## config.mk

```make
export PLATFORM = sky130hd
export DESIGN_NAME = atm_ledger_arbiter
export DESIGN_NICKNAME = d
export VERILOG_FILES = /design/src/rtl/atm_ledger_arbiter.sv
export SDC_FILE = /design/constraint.sdc
export NUM_CORES = 1
export LEC_CHECK = 0
export ABC_AREA = 1
export CORE_MARGIN = 2
export CORE_UTILIZATION = 54
export CTS_BUF_LIST = sky130_fd_sc_hd__clkbuf_8
export DETAILED_ROUTE_END_ITERATION = 8
export PLACE_DENSITY = 0.88
export SKIP_CTS_REPAIR_TIMING = 1
export SYNTH_ARGS = -nofsm -noshare
export SYNTH_HDL_FRONTEND = slang
export SYNTH_SLANG_ARGS = --single-unit
```

## constraint.sdc

```tcl
create_clock -name clk -period 2.94 [get_ports clk]
set_input_delay 0.441 -clock clk [delete_from_list [all_inputs] [get_ports clk]]
set_output_delay 0.441 -clock clk [all_outputs]
set_load 0.05 [all_outputs]
```

## src/rtl/atm_ledger_arbiter.sv

```systemverilog
// Round-robin arbiter that owns the shared account balance and serializes
// inquiry / deposit / withdraw transactions from N_REQ terminal session FSMs.
module atm_ledger_arbiter #(
  parameter int unsigned      N_REQ    = 4,
  parameter int unsigned      BAL_W    = 32,
  parameter int unsigned      AMT_W    = 16,
  parameter logic [BAL_W-1:0] INIT_BAL = BAL_W'(32'h000F4240)
) (
  input  logic                   clk,
  input  logic                   reset,
  input  logic [N_REQ-1:0]       req_i,
  input  logic [2*N_REQ-1:0]     op_i,
  input  logic [AMT_W*N_REQ-1:0] amt_i,
  output logic [N_REQ-1:0]       grant_o,
  output logic                   done_o,
  output logic [1:0]             status_o,
  output logic [BAL_W-1:0]       balance_out_o,
  output logic                   busy_o
);

  localparam int unsigned PTR_W = (N_REQ > 1) ? $clog2(N_REQ) : 1;

  localparam logic [1:0] OP_INQ = 2'b01;
  localparam logic [1:0] OP_DEP = 2'b10;
  localparam logic [1:0] OP_WDR = 2'b11;

  localparam logic [1:0] ST_OK    = 2'b00;
  localparam logic [1:0] ST_INSUF = 2'b01;
  localparam logic [1:0] ST_OVF   = 2'b10;
  localparam logic [1:0] ST_BAD   = 2'b11;

  // EVAL registers the arithmetic result one cycle ahead of the commit edge,
  // keeping the wide add/compare off the commit path.
  typedef enum logic [1:0] {
    S_IDLE,
    S_EVAL,
    S_EXEC,
    S_RESP
  } state_e;

  state_e             state_q;
  logic [N_REQ-1:0]   grant_q;
  logic               done_q;
  logic [1:0]         status_q;
  logic [BAL_W-1:0]   bal_q;
  logic               busy_q;
  logic [PTR_W-1:0]   ptr_q;
  logic [PTR_W-1:0]   own_q;
  logic [1:0]         op_q;
  logic [AMT_W-1:0]   amt_q;
  logic [1:0]         res_status_q;
  logic [BAL_W-1:0]   res_bal_q;

  logic               win_found_c;
  logic [PTR_W-1:0]   win_idx_c;
  logic [1:0]         win_op_c;
  logic [AMT_W-1:0]   win_amt_c;
  logic [PTR_W-1:0]   ptr_next_c;
  int unsigned        cand_c;

  logic [BAL_W-1:0]   amt_ext_c;
  logic [BAL_W:0]     sum_c;
  logic [1:0]         res_status_c;
  logic [BAL_W-1:0]   res_bal_c;

  // Round-robin search upward from the pointer, wrapping at N_REQ-1.
  always_comb begin
    win_found_c = 1'b0;
    win_idx_c   = '0;
    win_op_c    = '0;
    win_amt_c   = '0;
    cand_c      = 0;
    for (int unsigned i = 0; i < N_REQ; i++) begin
      cand_c = 32'(ptr_q) + i;
      if (cand_c >= N_REQ) begin
        cand_c = cand_c - N_REQ;
      end
      if (!win_found_c && req_i[PTR_W'(cand_c)]) begin
        win_found_c = 1'b1;
        win_idx_c   = PTR_W'(cand_c);
        win_op_c    = op_i[2*cand_c +: 2];
        win_amt_c   = amt_i[AMT_W*cand_c +: AMT_W];
      end
    end
    ptr_next_c = (win_idx_c == PTR_W'(N_REQ-1)) ? '0 : win_idx_c + 1'b1;
  end

  // Transaction result on the latched opcode and amount.
  always_comb begin
    amt_ext_c    = BAL_W'(amt_q);
    sum_c        = {1'b0, bal_q} + {1'b0, amt_ext_c};
    res_status_c = ST_OK;
    res_bal_c    = bal_q;
    case (op_q)
      OP_INQ: begin
        res_status_c = ST_OK;
      end
      OP_DEP: begin
        if (sum_c[BAL_W]) begin
          res_status_c = ST_OVF;
        end else begin
          res_bal_c = sum_c[BAL_W-1:0];
        end
      end
      OP_WDR: begin
        if (amt_ext_c > bal_q) begin
          res_status_c = ST_INSUF;
        end else begin
          res_bal_c = bal_q - amt_ext_c;
        end
      end
      default: begin
        res_status_c = ST_BAD;
      end
    endcase
  end

  always_ff @(posedge clk or posedge reset) begin
    if (reset) begin
      state_q      <= S_IDLE;
      grant_q      <= '0;
      done_q       <= 1'b0;
      status_q     <= ST_OK;
      bal_q        <= INIT_BAL;
      busy_q       <= 1'b0;
      ptr_q        <= '0;
      own_q        <= '0;
      op_q         <= '0;
      amt_q        <= '0;
      res_status_q <= ST_OK;
      res_bal_q    <= '0;
    end else begin
      case (state_q)
        S_IDLE: begin
          if (win_found_c) begin
            grant_q <= N_REQ'(1) << win_idx_c;
            own_q   <= win_idx_c;
            op_q    <= win_op_c;
            amt_q   <= win_amt_c;
            ptr_q   <= ptr_next_c;
            busy_q  <= 1'b1;
            state_q <= S_EVAL;
          end
        end
        S_EVAL: begin
          res_status_q <= res_status_c;
          res_bal_q    <= res_bal_c;
          state_q      <= S_EXEC;
        end
        S_EXEC: begin
          bal_q    <= res_bal_q;
          status_q <= res_status_q;
          done_q   <= 1'b1;
          state_q  <= S_RESP;
        end
        S_RESP: begin
          done_q <= 1'b0;
          if (!req_i[own_q]) begin
            grant_q <= '0;
            busy_q  <= 1'b0;
            state_q <= S_IDLE;
          end
        end
        default: begin
          state_q <= S_IDLE;
        end
      endcase
    end
  end

  assign grant_o       = grant_q;
  assign done_o        = done_q;
  assign status_o      = status_q;
  assign balance_out_o = bal_q;
  assign busy_o        = busy_q;

endmodule

```

==> results by group, run 1 <==
Layout
  – Post-Layout Inst Area: about 12000 um2
  – Share of layout cells above drive strength 1: around 8.6%
  – Most common cell after layout, fill and taps aside: nand2_1
  – Antenna Cells: 0
  – NumNets Final: around 2000
  – Commonest non-fill, non-tap cells in the layout: 570 x nand2_1, 187 x inv_1, 163 x nor2_1, 150 x o21ai_0
  – Area growth, synth to finish: 14.5%

Placement
  – GPL Wtd Cong: a little under 1
  – Port buffer count: between 100 and 150
  – Placed cell area: ~12000 um2
  – HPWL after DPL: around 26 mm
  – Post-place setup slack: about 0.23 ns

Detailed routing
  – Remaining DRCs: 0
  – Initial DRC Count: ~940
  – WL per Instance: between 15 and 20 um
  – ANT nets after route: 0
  – Drt first pass iters: 5
  – Vias/cell: around 5.6
  – Drt total wl: about 34 mm
  – Via count: between 10000 and 15000

Flow run
  – Max-Cap Viols: 0

Synthesis
  – Synth Register Bits: just under 100
  – Unique cell type count in the Yosys netlist: 55
  – YS warnings: 0
  – Post-Synthesis Cells: 1749
  – Top cells by area, synth: dfrtp_1 22%, nand2_1 20%, o21ai_0 7.1%
  – Post-synth top area share: about 22%
  – Post-synth ARST share: between 90% and 100%
  – Seq/Total Area, Yosys: between 20% and 30%
  – Synth Cell Area: roughly 11000 um2
  – Most used DFF post-synth: dfrtp_1
  – Synthesized area per cell: around 6 um2
  – Cell taking the most area after synthesis: dfrtp_1
  – Mapped Nets: 1876
  – Post-synth EDFFs: 0

Global routing
  – Initial antenna violation count: 1
  – Largest net degree at the start of global routing: 135
  – Grt total ovfl: 0
  – Total GRT Usage: 33.0%
  – Number of global-route vias before repair: about 11000
  – First-pass GRT wire length: 54.0 mm

Setup path
  – R2r setup slk: ~0.21 ns
  – CP max stage delay: ~0.45 ns
  – Crit-path max FO: 14
  – Critical Path AT: approximately 3 ns
  – Reg-to-Reg Start: balance_out_o[0]$_DFFE_PP0P_
  – R2R cell count: 15
  – Worst setup EP type: register
  – Startpoint class of the critical path: register
  – Crit-path cells: inv_1 > ha_1 > fa_1 > nor2_1 > o21ai_1 > nand2_1 > nand2_2 > nand3_4 > nand2_8 > inv_4 > nand2_1 > nand2_1 > nand2_1 > nand3_1 > nand2_1
  – Most Frequent Cell on Critical Path: nand2_1
  – Worst reg2reg path endpoint: res_bal_q[18]$_DFFE_PP0N_
  – CP Class: reg2reg
  – Crit path required time: 3.24 ns
  – CP max-delay cell: fa_1

CTS
  – Clock root buffer: clkbuf_8
  – Clk_lat worst skew: ~0.4 ns
  – CTS tree: yes
  – TritonCTS buffer count: 9
  – Clock Tree Buf Depth: 2
  – H-tree depth: 3
  – CTS clk-pin slew, worst paths: between 0.1 and 0.15 ns
  – Clock sink count: 98

Power and ir drop
  – Sw Share: approximately 61%
  – Reg power frac: about 17%
  – Total Power: around 16 mW
  – Power Dens Cells: between 1000 and 1500 nW/um2
  – Peak supply drop: between 0.8 and 0.9 mV
  – Logic pwr share: 77.1%
  – Cell-internal power: about 6.3 mW
  – Lkg Pwr: 5.93 nW
  – Clock network fraction of total power: 5.6%
  – P_sw: between 9 and 10 mW

Hold path
  – HP Class: reg2reg
  – Min-Delay Startpoint: busy_o$_DFFE_PP0P_
  – Worst hold stages: 2
  – Worst hold path endpoint: busy_o$_DFFE_PP0P_

Timing
  – Crit path time final: 2.73 ns
  – RSZ-0062 raised after global routing: false
  – Final Skew: between 0.01 and 0.015 ns
  – Worst-margin pin slew: 0.727 ns
  – Fmax achieved: approximately 0.37 GHz
  – Tcrit/Tclk final: 92.9%
  – Setup slack after layout: 0.209 ns
  – Worst rel slew slack: about 50%
  – Final setup viols: 0
  – Worst hold slack: between 0.4 and 0.5 ns
  – TNS Setup: 0 ns
  – Final Hold Violating Endpoints: 0
  – Slew Limit Fails: 0

Floorplanning
  – Initial Utilization: between 50% and 60%
  – Die Width: 144 um
  – Die area: a little over 20000 um2
  – IO Pins: 118
  – Rows: 51
  – Die H: 144 um
  – Core area: 19300 um2

Status
  – Status: complete, no violations
worst max path at each step:
stage | to | slack, ns | cells past startpoint | start
CTS | res_bal_q[18]$_DFFE_PP0N_ | 0.22 | 15 | balance_out_o[0]$_DFFE_PP0P_
finish | res_bal_q[18]$_DFFE_PP0N_ | 0.21 | 15 | balance_out_o[0]$_DFFE_PP0P_
floorplan | res_bal_q[4]$_DFFE_PP0N_ | 0.32 | 14 | balance_out_o[0]$_DFFE_PP0P_
global route | res_bal_q[18]$_DFFE_PP0N_ | 0.03 | 14 | balance_out_o[1]$_DFFE_PP0P_
global placement | amt_q[6]$_DFFE_PP0P_ | 0.30 | 11 | ptr_q[0]$_DFFE_PP0P_
detailed placement | res_bal_q[18]$_DFFE_PP0N_ | 0.23 | 15 | balance_out_o[0]$_DFFE_PP0P_
per-stage QoR:
stage                     instances  util (%)
final                          2099      62.6
after global routing           2099      62.6
after CTS                      2099      62.5
after detailed placement       2083      61.5
after global placement         2083      61.5
after floorplan                1749         -
flip-flops by register name (all words and copies together) (netlist names):
name,count
amt_q,16
res_status_q,2
balance_out_o,32
status_o,2
done_o,1
own_q,2
grant_o,4
res_bal_q,32
op_q,2
ptr_q,2
state_q,2
busy_o,1
per-layer routing:
| layer | track usage (%) | up-vias | wire [um] |
|---|---|---|---|
| li1 | - | 5756 | - |
| met1 | 43.8 | 5348 | 14400 |
| met2 | 55.0 | 496 | 15600 |
| met3 | 4.30 | 65 | 2530 |
| met4 | 11.9 | 2 | 999 |
| met5 | 0 | - | 13 |
final cells by class:
class | instances | area, um2
Clock inverter | 7 | 72.6
Inverter | 218 | 828
Clock buffer | 9 | 124
Sequential cell | 98 | 2470
Timing Repair Buffer | 147 | 1420
Tap cell | 265 | 332
Fill cell | 1857 | 7210
Multi-Input combinational cell | 1355 | 6810
worst max-delay path: cells and delay by family, from the launching register on:
kind / cells / cell delay (ns)
compound gates: 1 / 0.11
flops: 1 / 0.42
simple gates: 10 / 1.18
buf+inv: 2 / 0.26
fa+ha+maj: 2 / 0.66
kinds of logic after synthesis:
family / share of synthesized area [%]
simple gates: 39.0
flops: 23.4
mux: 0.761
buf+inv: 11.9
compound gates: 17.5
fa+ha+maj: 5.97
xor+xnor: 1.50
power groups by stage:
stage               sequential [mW]  combinational (mW)  clock, mW
floorplan                      3.43                8.35          0
global placement               2.76                12.1          0
detailed placement             2.79                12.3          0
CTS                            2.77                12.3      0.905
global route                   2.88                13.8      0.958
finish                         2.79                12.5      0.900
synth_stat cells, types with 14 or more instances:
cell,count
a21oi_1,79
a21oi_2,14
buf_2,25
clkbuf_1,35
dfrtp_1,91
ha_1,47
inv_1,188
inv_2,24
nand2_1,570
nand3_1,117
nand4_1,22
nor2_1,163
nor3_1,19
o211ai_1,14
o21ai_0,150
o21ai_1,34
xor2_1,17
No activity file was read; power rests on OpenSTA's default activity.
==> run 2: changes to the inputs <==
Settings changed: CORE_ASPECT_RATIO set to 1.75.
==> run 2 against run 1 <==
Effect of this change: sequential share of layout area is 0.11 points lower; design area is 0.55% higher; global-route usage is 3.3 points higher; count of clock-buffer cells in the layout is 1 higher; flip-flop and latch count stayed put; sequential power is 2% lower; maximum frequency is 1.9% lower; first-iteration DRC count is 6.7% lower; non-clock buffer count is 16 higher; clock power is 0.9% lower; largest power group unchanged.
==> results by group, run 2 (same netlist as run 1, synthesis figures left out) <==
Placement
  – HPWL after DPL: 28.2 mm (+8.8%)
  – GPL Wtd Cong: 1.05 (+6.9%)
  – Port buffer count: 117 (unchanged)
  – Cell Count Post-Placement: 2075 (-0.38%)

Power and ir drop
  – Total Power: 16.5 mW (+2.0%)
  – Reg power frac: 16.6% (-0.7 points)
  – Logic pwr share: 78.0% (+0.9 points)
  – Clock network fraction of total power: 5.4% (-0.2 points)
  – Power Dens Cells: 1360 nW/um2 (+1.4%)
  – Peak supply drop: 0.674 mV (-24%)
  – Sw Share: 61.0% (+0.17 points)
  – Lkg Pwr: 6.00 nW (+1.2%)
  – P_sw: 10.0 mW (+2.3%)
  – Cell-internal power: 6.43 mW (+1.6%)

Timing
  – Worst-margin pin slew: 0.703 ns (-0.0235 ns)
  – Tcrit/Tclk final: 94.7% (+1.8 points)
  – Final Skew: 0.0102 ns (-0.00210 ns)
  – TNS Setup: 0 ns (unchanged)
  – Final setup viols: 0 (unchanged)
  – Worst rel slew slack: 53.1% (+1.6 points)
  – Slew Limit Fails: 0 (unchanged)
  – Worst hold slack: 0.480 ns (-0.00492 ns)
  – RSZ-0062 raised after global routing: false
  – Crit path time final: 2.78 ns (+0.0521 ns)
  – Fmax achieved: 0.359 GHz (-1.9%)
  – Final Hold Violating Endpoints: 0 (unchanged)

Setup path
  – Worst reg2reg path endpoint: res_bal_q[0]$_DFFE_PP0N_
  – Crit path required time: 3.25 ns (about the same)
  – Startpoint class of the critical path: register
  – Crit-path max FO: 34 (+20)
  – Worst setup EP type: register
  – Critical Path AT: 3.09 ns (+0.06 ns)
  – R2R cell count: 12 (-3)
  – Reg-to-Reg Start: balance_out_o[14]$_DFFE_PP1P_
  – CP Class: reg2reg
  – R2r setup slk: 0.16 ns (-0.05 ns)

Hold path
  – Min-Delay Startpoint: status_o[1]$_DFFE_PP0P_
  – Worst hold stages: 2 (unchanged)
  – HP Class: reg2reg
  – Worst hold path endpoint: status_o[1]$_DFFE_PP0P_

Layout
  – Area growth, synth to finish: 15.1%
  – Commonest non-fill, non-tap cells in the layout: 570 x nand2_1, 187 x inv_1, 163 x nor2_1, 150 x o21ai_0
  – Antenna Cells: 0 (unchanged)
  – NumNets Final: 1972 (+0.82%)
  – Fill count: 1842 (-0.81%)
  – Filler-free cell count of the finished design: 2091 (-0.38%)
  – Share of layout cells above drive strength 1: 9.41% (+0.79 points)
  – Most common cell after layout, fill and taps aside: nand2_1

CTS
  – Clock Tree Buf Depth: 2 (unchanged)
  – Clock root buffer: clkbuf_8
  – CTS clk-pin slew, worst paths: 0.10 ns (about the same)
  – CTS tree: yes
  – Clk_lat worst skew: 0.41 ns (about the same)
  – H-tree depth: 3 (unchanged)
  – Clock sink count: 98 (unchanged)
  – TritonCTS buffer count: 9 (unchanged)

Detailed routing
  – ANT nets after route: 0 (unchanged)
  – Initial DRC Count: 879 (-6.7%)
  – Drt first pass iters: 6 (+1)
  – Vias/cell: 5.70 (+2.5%)
  – Drt total wl: 35.7 mm (+6.4%)
  – Remaining DRCs: 0 (unchanged)
  – Via count: 11911 (+2.1%)
  – WL per Instance: 17.1 um (+6.8%)

Global routing
  – Grt total ovfl: 0 (unchanged)
  – Total GRT Usage: 36.2% (+3.3 points)
  – Largest net degree at the start of global routing: 99 (-27%)
  – First-pass GRT wire length: 58.0 mm (+7.4%)
  – Number of global-route vias before repair: 11681 (+8.9%)
  – Initial antenna violation count: 0 (-1)

Floorplanning
  – Core area: 19100 um2 (-0.82%)
  – Die Width: 110 um (-24%)
  – Initial Utilization: 55.1% (+0.45 points)
  – Rows: 67 (+31%)
  – IO Pins: 118 (unchanged)
  – Die H: 189 um (+31%)
  – Die area: 20700 um2 (+0.21%)

Status
  – Status: complete, no violations

Flow run
  – Max-Cap Viols: 0 (unchanged)
[run 2: cell count changes in the layout (fill, tap and decap cells not counted), sizes merged]
cell	before	now
buf	30	46
clkbuf	9	10
clkinv	7	6
[run 2: worst max path at each step]
stage / startpoint / to / slack, ns / cells after the start
6_report: balance_out_o[14]$_DFFE_PP1P_ / res_bal_q[0]$_DFFE_PP0N_ / 0.16 / 12
5_1_grt: balance_out_o[0]$_DFFE_PP0P_ / res_bal_q[0]$_DFFE_PP0N_ / 0.01 / 16
4_1_cts: ptr_q[0]$_DFFE_PP0P_ / amt_q[6]$_DFFE_PP0P_ / 0.11 / 11
3_3_place_gp: ptr_q[0]$_DFFE_PP0P_ / amt_q[6]$_DFFE_PP0P_ / 0.14 / 11
3_5_place_dp: ptr_q[0]$_DFFE_PP0P_ / amt_q[6]$_DFFE_PP0P_ / 0.14 / 11
2_1_floorplan: balance_out_o[0]$_DFFE_PP0P_ / res_bal_q[4]$_DFFE_PP0N_ / 0.32 / 14
[run 2: layer usage]
metal	global-route usage [%]	wire, um	share of wire (%)
met2	62.0	17600	49
met3	6.95	2120	5.9
met1	35.8	12000	34
met5	0	0	0
met4	32.4	4010	11
[run 2: through the flow]
| step | cell area, um2 | worst slack (ns) | utilization (%) |
|---|---|---|---|
| after floorplan | 10500 | 0.324 | - |
| after global placement | 11900 | 0.141 | 62.4 |
| after detailed placement | 11900 | 0.141 | 62.4 |
| after CTS | 12100 | 0.113 | 63.4 |
| after global routing | 12100 | 0.0118 | 63.4 |
| final | 12100 | 0.157 | 63.4 |
[run 2: critical path: stages (launching register included)]
cell	delay (ns)
dfstp_2	0.63
ha_1	0.39
nor2_1	0.38
nand2_1	0.14
nor2_1	0.10
nand2_1	0.09
nand2_4	0.14
nand2_8	0.20
buf_4	0.24
o21ai_1	0.14
a21oi_1	0.06
nor2_1	0.10
nor2_1	0.05
[run 2: power groups by stage]
| stage | clock (mW) | sequential [mW] | combinational [mW] |
|---|---|---|---|
| finish | 0.892 | 2.74 | 12.8 |
| global route | 0.959 | 2.80 | 14.2 |
| CTS | 0.890 | 2.71 | 12.6 |
| detailed placement | 0 | 2.73 | 12.5 |
| global placement | 0 | 2.71 | 12.3 |
| floorplan | 0 | 3.43 | 8.35 |
[run 2: final cells by class]
| type | count | area, um2 | share of cell area (%) |
|---|---|---|---|
| multi-input cells | 1355 | 6810 | 56.2 |
| flip-flops and latches | 98 | 2470 | 20.3 |
| repair buffers | 163 | 1530 | 12.6 |
| inverters | 218 | 828 | 6.83 |
| well taps | 241 | 302 | 2.49 |
| clock buffers | 10 | 138 | 1.14 |
| clock inverters | 6 | 47.5 | 0.392 |
==> run 3: changes to the inputs <==
Settings changed: ABC_AREA 1 to 0, CORE_UTILIZATION 54 to 52, PLACE_DENSITY 0.88 to 0.87.
==> run 3 against run 2 <==
Effect of this change: the run now ends with negative setup slack left; synthesized area decreased by 19%; core utilization increased by 8.5 points; wire length decreased by 19%; count of clock-buffer cells in the layout unchanged; critical path depth unchanged; clock skew increased by 0.0074 ns; die area decreased by 15%; worst setup slack got worse by 0.42 ns; design area decreased by 3.8%; non-clock buffer count increased by 118; critical endpoint is now res_bal_q[27]$_DFFE_PP0N_; register-to-register slack got worse by 0.42 ns; via count decreased by 24%.
==> results by group, run 3 <==
Placement
  – HPWL after DPL: 21.1 mm (-25%)
  – Port buffer count: 117 (unchanged)
  – GPL Wtd Cong: 1.02 (-3.2%)

Detailed routing
  – Remaining DRCs: 0 (unchanged)
  – ANT nets after route: 0 (unchanged)
  – WL per Instance: 20.8 um (+22%)
  – Drt total wl: 29.1 mm (-19%)
  – Vias/cell: 6.52 (+14%)
  – Drt first pass iters: 5 (-1)
  – Initial DRC Count: 618 (-30%)
  – Via count: 9095 (-24%)

Timing
  – Final Skew: 0.0176 ns (+0.00742 ns)
  – Slew Limit Fails: 0 (unchanged)
  – TNS Setup: -2.07 ns (-2.07 ns)
  – Final Hold Violating Endpoints: 0 (unchanged)
  – Fmax achieved: 0.313 GHz (-13%)
  – Tcrit/Tclk final: 109% (+14 points)
  – Worst-margin pin slew: 0.740 ns (+0.0368 ns)
  – Worst rel slew slack: 50.4% (-2.7 points)
  – Crit path time final: 3.20 ns (+0.415 ns)
  – RSZ-0062 raised after global routing: true
  – Final setup viols: 17 (+17)
  – Setup slack after layout: -0.258 ns (-0.415 ns)

Hold path
  – HP Class: reg2reg

Layout
  – Most common cell after layout, fill and taps aside: buf_4
  – Share of layout cells above drive strength 1: 31.0% (+22 points)
  – Area growth, synth to finish: 36.7%
  – Fill count: 1135 (-38%)
  – Commonest non-fill, non-tap cells in the layout: 146 x buf_4, 117 x clkdlybuf4s50_1, 95 x mux2_2, 85 x a21oi_1, 83 x nor2_1
  – Antenna Cells: 0 (unchanged)
  – NumNets Final: 1326 (-33%)

Global routing
  – Met1 usage: 33.5% (-2.3 points)
  – Number of global-route vias before repair: 8808 (-25%)
  – Initial antenna violation count: 0 (unchanged)
  – Grt total ovfl: 0 (unchanged)
  – Total GRT Usage: 31.5% (-4.7 points)
  – Largest net degree at the start of global routing: 99 (unchanged)
  – First-pass GRT wire length: 43.7 mm (-25%)
  – Top Usage Layer GRT: met2
  – GR Util met2: 56.6% (-5.5 points)
  – Grt met3 use: 3.67% (-3.3 points)

CTS
  – H-tree depth: 3 (unchanged)
  – CTS tree: yes
  – Clock sink count: 98 (unchanged)
  – CTS clk-pin slew, worst paths: 0.10 ns (about the same)
  – Clock Tree Buf Depth: 2 (unchanged)
  – Clock root buffer: clkbuf_8
  – TritonCTS buffer count: 9 (unchanged)
  – Clk_lat worst skew: 0.40 ns (about the same)

Floorplanning
  – Die H: 173 um (-8.1%)
  – IO Pins: 118 (unchanged)
  – Core area: 16200 um2 (-15%)
  – Rows: 62 (-7.5%)
  – Die area: 17500 um2 (-15%)
  – Initial Utilization: 52.6% (-2.5 points)
  – Die Width: 101 um (-8.0%)

Setup path
  – CP max stage delay: 0.47 ns (-0.16 ns)
  – Critical Path AT: 3.49 ns (+0.40 ns)
  – Startpoint class of the critical path: register
  – Crit-path cells: inv_4 > ha_4 > fa_2 > nor2b_4 > o31a_1 > o2111a_1 > o31ai_2 > buf_4 > or3_4 > or3_4 > and3b_1 > o31ai_1
  – Crit path required time: 3.24 ns (about the same)
  – Most Frequent Cell on Critical Path: or3_4
  – CP Class: reg2reg
  – Worst Path Buf+Inv: 2 (+1)
  – CP top delay family: simple AND/OR/NAND/NOR gates
  – CP max-delay cell: dfrtp_2
  – Crit-path max FO: 6 (-82%)
  – Worst setup EP type: register

Synthesis
  – Post-synth EDFFs: 0 (unchanged)
  – YS warnings: 0 (unchanged)
  – Cell taking the most area after synthesis: dfrtp_1
  – Most frequent cell after synthesis: mux2_2
  – Seq/Total Area, Yosys: 28.8% (+5.5 points)
  – Commonest cells in the netlist: 95 x mux2_2, 91 x a21oi_1, 91 x dfrtp_1
  – Post-Synthesis Cells: 978 (-44%)
  – Top cells by area, synth: dfrtp_1 27%, mux2_2 13%, ha_1 6.9%
  – Synthesized area per cell: 8.73 um2 (+45%)
  – Synth Register Bits: 98 (unchanged)
  – Most used DFF post-synth: dfrtp_1
  – Synth Cell Area: 8530 um2 (-19%)
  – Post-synth ARST share: 100% (unchanged)
  – Post-synth top area share: 26.7% (+5.1 points)
  – Unique cell type count in the Yosys netlist: 82 (+49%)
  – Mapped Nets: 1105 (-41%)

Status
  – Failing checks: negative setup slack
  – Status: finished with violations

Flow run
  – Max-Cap Viols: 0 (unchanged)
## run 3: worst reg2reg max path, cell delays in order (launching register included)
cell      delay [ns]
dfrtp_2         0.47
inv_4           0.07
ha_4            0.17
fa_2            0.42
nor2b_4         0.13
o31a_1          0.18
o2111a_1        0.26
o31ai_2         0.09
buf_4           0.17
or3_4           0.38
or3_4           0.39
and3b_1         0.16
o31ai_1         0.20
## run 3: cells by family (layout without fill, tap and decap cells)
| logic type | Yosys count | in the layout | synth area share [%] |
|---|---|---|---|
| AO/OA/AOI/OAI | 300 | 300 | 24.5 |
| AND/OR/NAND/NOR | 270 | 270 | 15.5 |
| multiplexers | 121 | 121 | 15.9 |
| buffers and inverters | 116 | 342 | 5.42 |
| flip-flops | 98 | 98 | 28.8 |
| adder cells (fa/ha/maj) | 49 | 49 | 7.36 |
| XOR/XNOR | 24 | 24 | 2.46 |
## run 3: worst paths after layout
| check | from | endpoint | slack (ns) | cells past startpoint |
|---|---|---|---|---|
| max reg2reg | balance_out_o[0]$_DFFE_PP0P_ | res_bal_q[27]$_DFFE_PP0N_ | -0.26 | 12 |
| min in group asynchronous | reset | done_o$_DFFE_PP0P_ | 0.54 | 3 |
| max | balance_out_o[0]$_DFFE_PP0P_ | res_bal_q[27]$_DFFE_PP0N_ | -0.26 | 12 |
| min | res_status_q[1]$_DFFE_PP0N_ | res_status_q[1]$_DFFE_PP0N_ | 0.49 | 1 |
| min reg2reg | res_status_q[1]$_DFFE_PP0N_ | res_status_q[1]$_DFFE_PP0N_ | 0.49 | 1 |
| max in group asynchronous | reset | balance_out_o[8]$_DFFE_PP0P_ | 1.92 | 3 |
## run 3: per-stage QoR
| step | setup slack (ns) | hold WS [ns] | instance area [um2] | instances | utilization (%) |
|---|---|---|---|---|---|
| 6_report | -0.258 | 0.491 | 11700 | 1396 | 71.9 |
| 3_3_place_gp | -0.175 | 0.460 | 10900 | 1360 | 67.3 |
| 5_1_grt | -0.331 | 0.520 | 11700 | 1396 | 71.9 |
| 3_5_place_dp | -0.240 | 0.467 | 10900 | 1360 | 67.3 |
| 4_1_cts | -0.262 | 0.491 | 11100 | 1376 | 68.5 |
| 2_1_floorplan | -0.0206 | 0.446 | 8650 | 978 | - |
## run 3: cell type report
| cell class | instances | area [um2] | area share [%] |
|---|---|---|---|
| repair buffers | 281 | 2550 | 21.8 |
| flip-flops and latches | 98 | 2480 | 21.3 |
| well taps | 192 | 240 | 2.06 |
| inverters | 45 | 175 | 1.50 |
| clock buffers | 10 | 138 | 1.18 |
| clock inverters | 6 | 63.8 | 0.547 |
| multi-input cells | 764 | 6020 | 51.6 |
## run 3: layer usage
layer | vias to the layer above | routed length [um]
met5 | - | 0
met3 | 140 | 1460
met4 | 0 | 2300
met1 | 4393 | 10000
li1 | 4109 | -
met2 | 453 | 15300
Power of run 3 is left out: the tool's default activity adds up to more than one toggle a clock period on the data nets, which glitch-free logic cannot reach.
==> variant 1 (config.mk and constraints of run 2) <==
Change the parameter `N_REQ` from 4 to 8.
--- a/src/rtl/atm_ledger_arbiter.sv
+++ b/src/rtl/atm_ledger_arbiter.sv
@@ -3,3 +3,3 @@
 module atm_ledger_arbiter #(
-  parameter int unsigned      N_REQ    = 4,
+  parameter int unsigned      N_REQ    = 8,
   parameter int unsigned      BAL_W    = 32,
Ports: changed (resized amt_i, grant_o, op_i and req_i); port bits go from 118 to 198. The function was not compared with the original's and may differ.
==> variant 1 against run 2 <==
  * The run now ends with negative setup slack left
  * Core utilization rose by 6.2 points
  * Setup slack got worse by 0.22 ns
  * Cell area rose by 53%
  * Die area rose by 38%
  * First-iteration DRC count rose by 110%
  * Non-clock buffer count rose by 219
  * Area after synthesis rose by 39%
  * Wire length rose by 79%
  * Worst hold slack got worse by 0.052 ns
  * Sequential cell count rose by 6
  * Sequential share of layout area fell by 6.2 points
Power is left out: the tool's default activity adds up to more than one toggle a clock period on the data nets, which glitch-free logic cannot reach.
==> variant 1: results (changes against run 2) <==
metric,value,unit,change
worstRegToRegCells,18,,was 12
track_usage,0.4356,,was 0.3623
avgRoutedWirePerCell,19.00,µm,was 17.10 µm
numPortBuffers,197,,was 117
layout-drive-gt1-share,0.1058,,was 0.09405
setup_slack,-0.06236,ns,was 0.1571 ns
fill_cells,2454,,was 1842
crit_arrival,3.30,ns,was 3.09 ns
dpl_worst_slack,-0.05065,ns,was 0.1406 ns
synth.yosys.seq_area_share,0.1784,,was 0.2337
place_area,17750,µm²,was 11930 µm²
nets,3236,,was 1972
synth_area_leaders,"nand2_1, dfrtp_1, nand3_1, o21ai_0, nor2_1",,"was dfrtp_1, nand2_1, o21ai_0, inv_1, nor2_1"
worstSetupEndpoint,ptr_q[2],,was res_bal_q[0]
status,"complete, but fails checks",,"was finished, final reports clean"
first_global_vias,18661,,was 11681
syn_nets,2995,,was 1876
hold_ws,0.4278,ns,was 0.4800 ns
skew,0.009553,ns,was 0.01022 ns
dp_cells,3313,,was 2075
drt_iter0_drc,1834,,was 879
fin_cells,3359,,was 2091
finalSetupViolations,5,,was 0
cts_root_buffer,clkbuf_8,,unchanged
critPathLaunch,ptr_q[0],,was balance_out_o[14]
grt_pass1_wl,96900,µm,was 58040 µm
violations,negative setup slack,,
setup_tns,-0.1538,ns,was 0 ns
post-route-util,0.6967,,was 0.6343
gp_congestion,1.061,,was 1.049
post-dp-hpwl,47220,µm,was 28220 µm
slew_headroom,0.2017,,was 0.5308
grt_antenna_before_repair,2,,was 0
critPathMaxFanout,8,,was 34
hold_path.class,in2async,,was reg2reg
grt_max_degree,153,,was 99
synth_cell_types,47,,was 55
[variant 1: cell type report]
| type | instances | area share |
|---|---|---|
| timing repair buffer | 382 | 0.1922 |
| clock inverter | 7 | 0.003377 |
| clock buffer | 9 | 0.006687 |
| inverter | 217 | 0.04566 |
| multi-input combinational | 2316 | 0.5890 |
| sequential | 104 | 0.1412 |
| tap | 324 | 0.02188 |
[variant 1: kinds of logic (layout without fill, tap and decap cells)]
kind of cell / after synthesis / after routing / share of synthesized area
AOI/OAI and AO/OA: 430 / 430 / 0.1532
xor gates and xnor gates: 25 / 25 / 0.01496
adders and majority gates: 52 / 52 / 0.04547
buffers and inverters: 369 / 615 / 0.1015
DFF: 104 / 104 / 0.1784
muxes: 1 / 1 / 0.0006838
and+or+nand+nor: 1808 / 1808 / 0.5058
[variant 1: worst max-delay path: stages (launching register included)]
cell	delay [ns]
dfrtp_4	0.53
clkinv_8	0.10
ha_4	0.35
nand3_1	0.19
nand2_1	0.15
nand2_1	0.07
nand2_2	0.11
nand4_4	0.17
nor2_8	0.18
nand3_1	0.09
nand2_1	0.10
inv_1	0.05
nand2_1	0.15
nand2_4	0.08
inv_2	0.10
ha_4	0.15
ha_4	0.19
nand2_1	0.06
o21ai_1	0.06
[variant 1: metal layers]
| metal | routed length [µm] | global-route usage | vias up | part of all wire |
|---|---|---|---|---|
| li1 | - | - | 9399 | - |
| met1 | 21060 | 0.4510 | 8913 | 0.33 |
| met2 | 29890 | 0.7376 | 1244 | 0.47 |
| met3 | 6113 | 0.1028 | 423 | 0.096 |
| met4 | 6746 | 0.3509 | 2 | 0.11 |
| met5 | 13 | 0 | - | 0.00020 |
==> variant 2 (flow settings as in run 2) <==
Made on the original files. Re-encode `state_e` (4 states) as one-hot, 4 bits wide.
--- a/src/rtl/atm_ledger_arbiter.sv
+++ b/src/rtl/atm_ledger_arbiter.sv
@@ -33,7 +33,7 @@
   // keeping the wide add/compare off the commit path.
-  typedef enum logic [1:0] {
-    S_IDLE,
-    S_EVAL,
-    S_EXEC,
-    S_RESP
+  typedef enum logic [3:0] {
+    S_IDLE = 4'b0001,
+    S_EVAL = 4'b0010,
+    S_EXEC = 4'b0100,
+    S_RESP = 4'b1000
   } state_e;
Behaviour: same outputs for any inputs over 4 cycles, from zero or initial values and one cycle with reset high; so few cycles prove little.
==> variant 2 against run 2 <==
  * Global-route usage grew 2.0 points
  * Total power shrank 3.7%
  * Clock skew is essentially flat
  * Area after synthesis shrank 6.5%
  * Wire length grew 1.5%
  * First-iteration DRC count shrank 3.1%
  * Sequential cell count grew 2
  * Combinational power shrank 3%
  * Setup slack gained 0.052 ns
  * Sequential share of layout area grew 1.4 points
  * Cell area shrank 4.5%
  * Die area shrank 6.3%
==> variant 2: results (changes against run 2) <==
metric,value,unit,change
path_delay_family,buffers and inverters,,was simple AND/OR/NAND/NOR gates
post-dp-hpwl,29050,µm,was 28220 µm
crit_arrival,3.03,ns,was 3.09 ns
status,"finished, final reports clean",,unchanged
first_global_vias,11081,,was 11681
synth_area_leaders,"dfrtp_1, nand2_1, o21ai_0, inv_1, nand3_1",,"was dfrtp_1, nand2_1, o21ai_0, inv_1, nor2_1"
slowest_delay,0.50,ns,was 0.63 ns
p_int,6.383,mW,was 6.430 mW
ff2ff_setup_slack,0.21,ns,was 0.16 ns
nets,1834,,was 1972
grt_pass1_wl,56940,µm,was 58040 µm
r2r_start,ptr_q[0],,was balance_out_o[14]
multi_input_gates,1219,,was 1355
n_clock_buffer,9,,was 10
r2r-end,grant_o[0],,was res_bal_q[0]
critPathMaxFanout,50,,was 34
hold_ws,0.4866,ns,was 0.4800 ns
final-clk-cell-share,0.01816,,was 0.01528
avgRoutedWirePerCell,18.60,µm,was 17.10 µm
hp-start,status_o[0],,was status_o[1]
synth_common_cells,"nand2_1, inv_1, o21ai_0",,"was nand2_1, inv_1, nor2_1"
p_clk_frac,0.061,,was 0.054
comb-power,12.4,mW,was 12.8 mW
std_cell_rows,65,,was 67
num-nonclk-inverters,212,,was 218
seq_area_frac,0.2174,,was 0.2034
multiInputGateArea,6145,µm²,was 6813 µm²
place_area,11350,µm²,was 11930 µm²
worst_path_max_delay_cell,dfrtp_4,,was dfstp_2
skew,0.01060,ns,was 0.01022 ns
-- variant 2: cell count changes in the layout (fill, tap and decap cells not counted), moves of 16 or more --
cell,change
a21oi_1,-21
inv_2,-16
nand2_1,-40
nor2_1,-60
o21ai_0,+17
o21ai_1,-27
o22ai_1,+27
-- variant 2: kinds of logic after synthesis --
group / Yosys count / share of synthesized area
XOR/XNOR: 15 / 0.01334
AND/OR/NAND/NOR: 826 / 0.3569
adder cells (fa/ha/maj): 44 / 0.05743
flip-flops: 100 / 0.2551
AO/OA/AOI/OAI: 330 / 0.1905
buffers and inverters: 285 / 0.1226
multiplexers: 4 / 0.004066
-- variant 2: metrics by stage --
step	setup WS [ns]	std cells	total power [mW]	util
floorplan	0.1172	1604	11.09	-
global placement	0.1915	1935	14.39	0.6315
detailed placement	0.06519	1935	14.57	0.6315
CTS	0.2265	1951	15.59	0.6432
global route	0.0005844	1951	17.17	0.6441
finish	0.2092	1951	15.87	0.6441
-- variant 2: worst max-delay path by stage --
| stage | end | cells past startpoint |
|---|---|---|
| 4_1_cts | res_bal_q[9] | 17 |
| 5_1_grt | res_bal_q[11] | 17 |
| 3_5_place_dp | grant_o[0] | 12 |
| 2_1_floorplan | grant_o[1] | 14 |
| 6_report | grant_o[0] | 12 |
| 3_3_place_gp | grant_o[0] | 12 |
-- variant 2: metal layers --
metal / wire [µm] / vias up / GRT usage
li1: - / 5436 / -
met3: 1750 / 193 / 0.06214
met4: 3873 / 0 / 0.3468
met1: 12010 / 5141 / 0.3468
met5: 0 / - / 0
met2: 18660 / 473 / 0.7074
-- variant 2: tightest hold or removal path, cell delays in order, from the launching register on --
cell and delay [ns]:
dfrtp_1 0.36, nand2_1 0.05, nand2_1 0.05
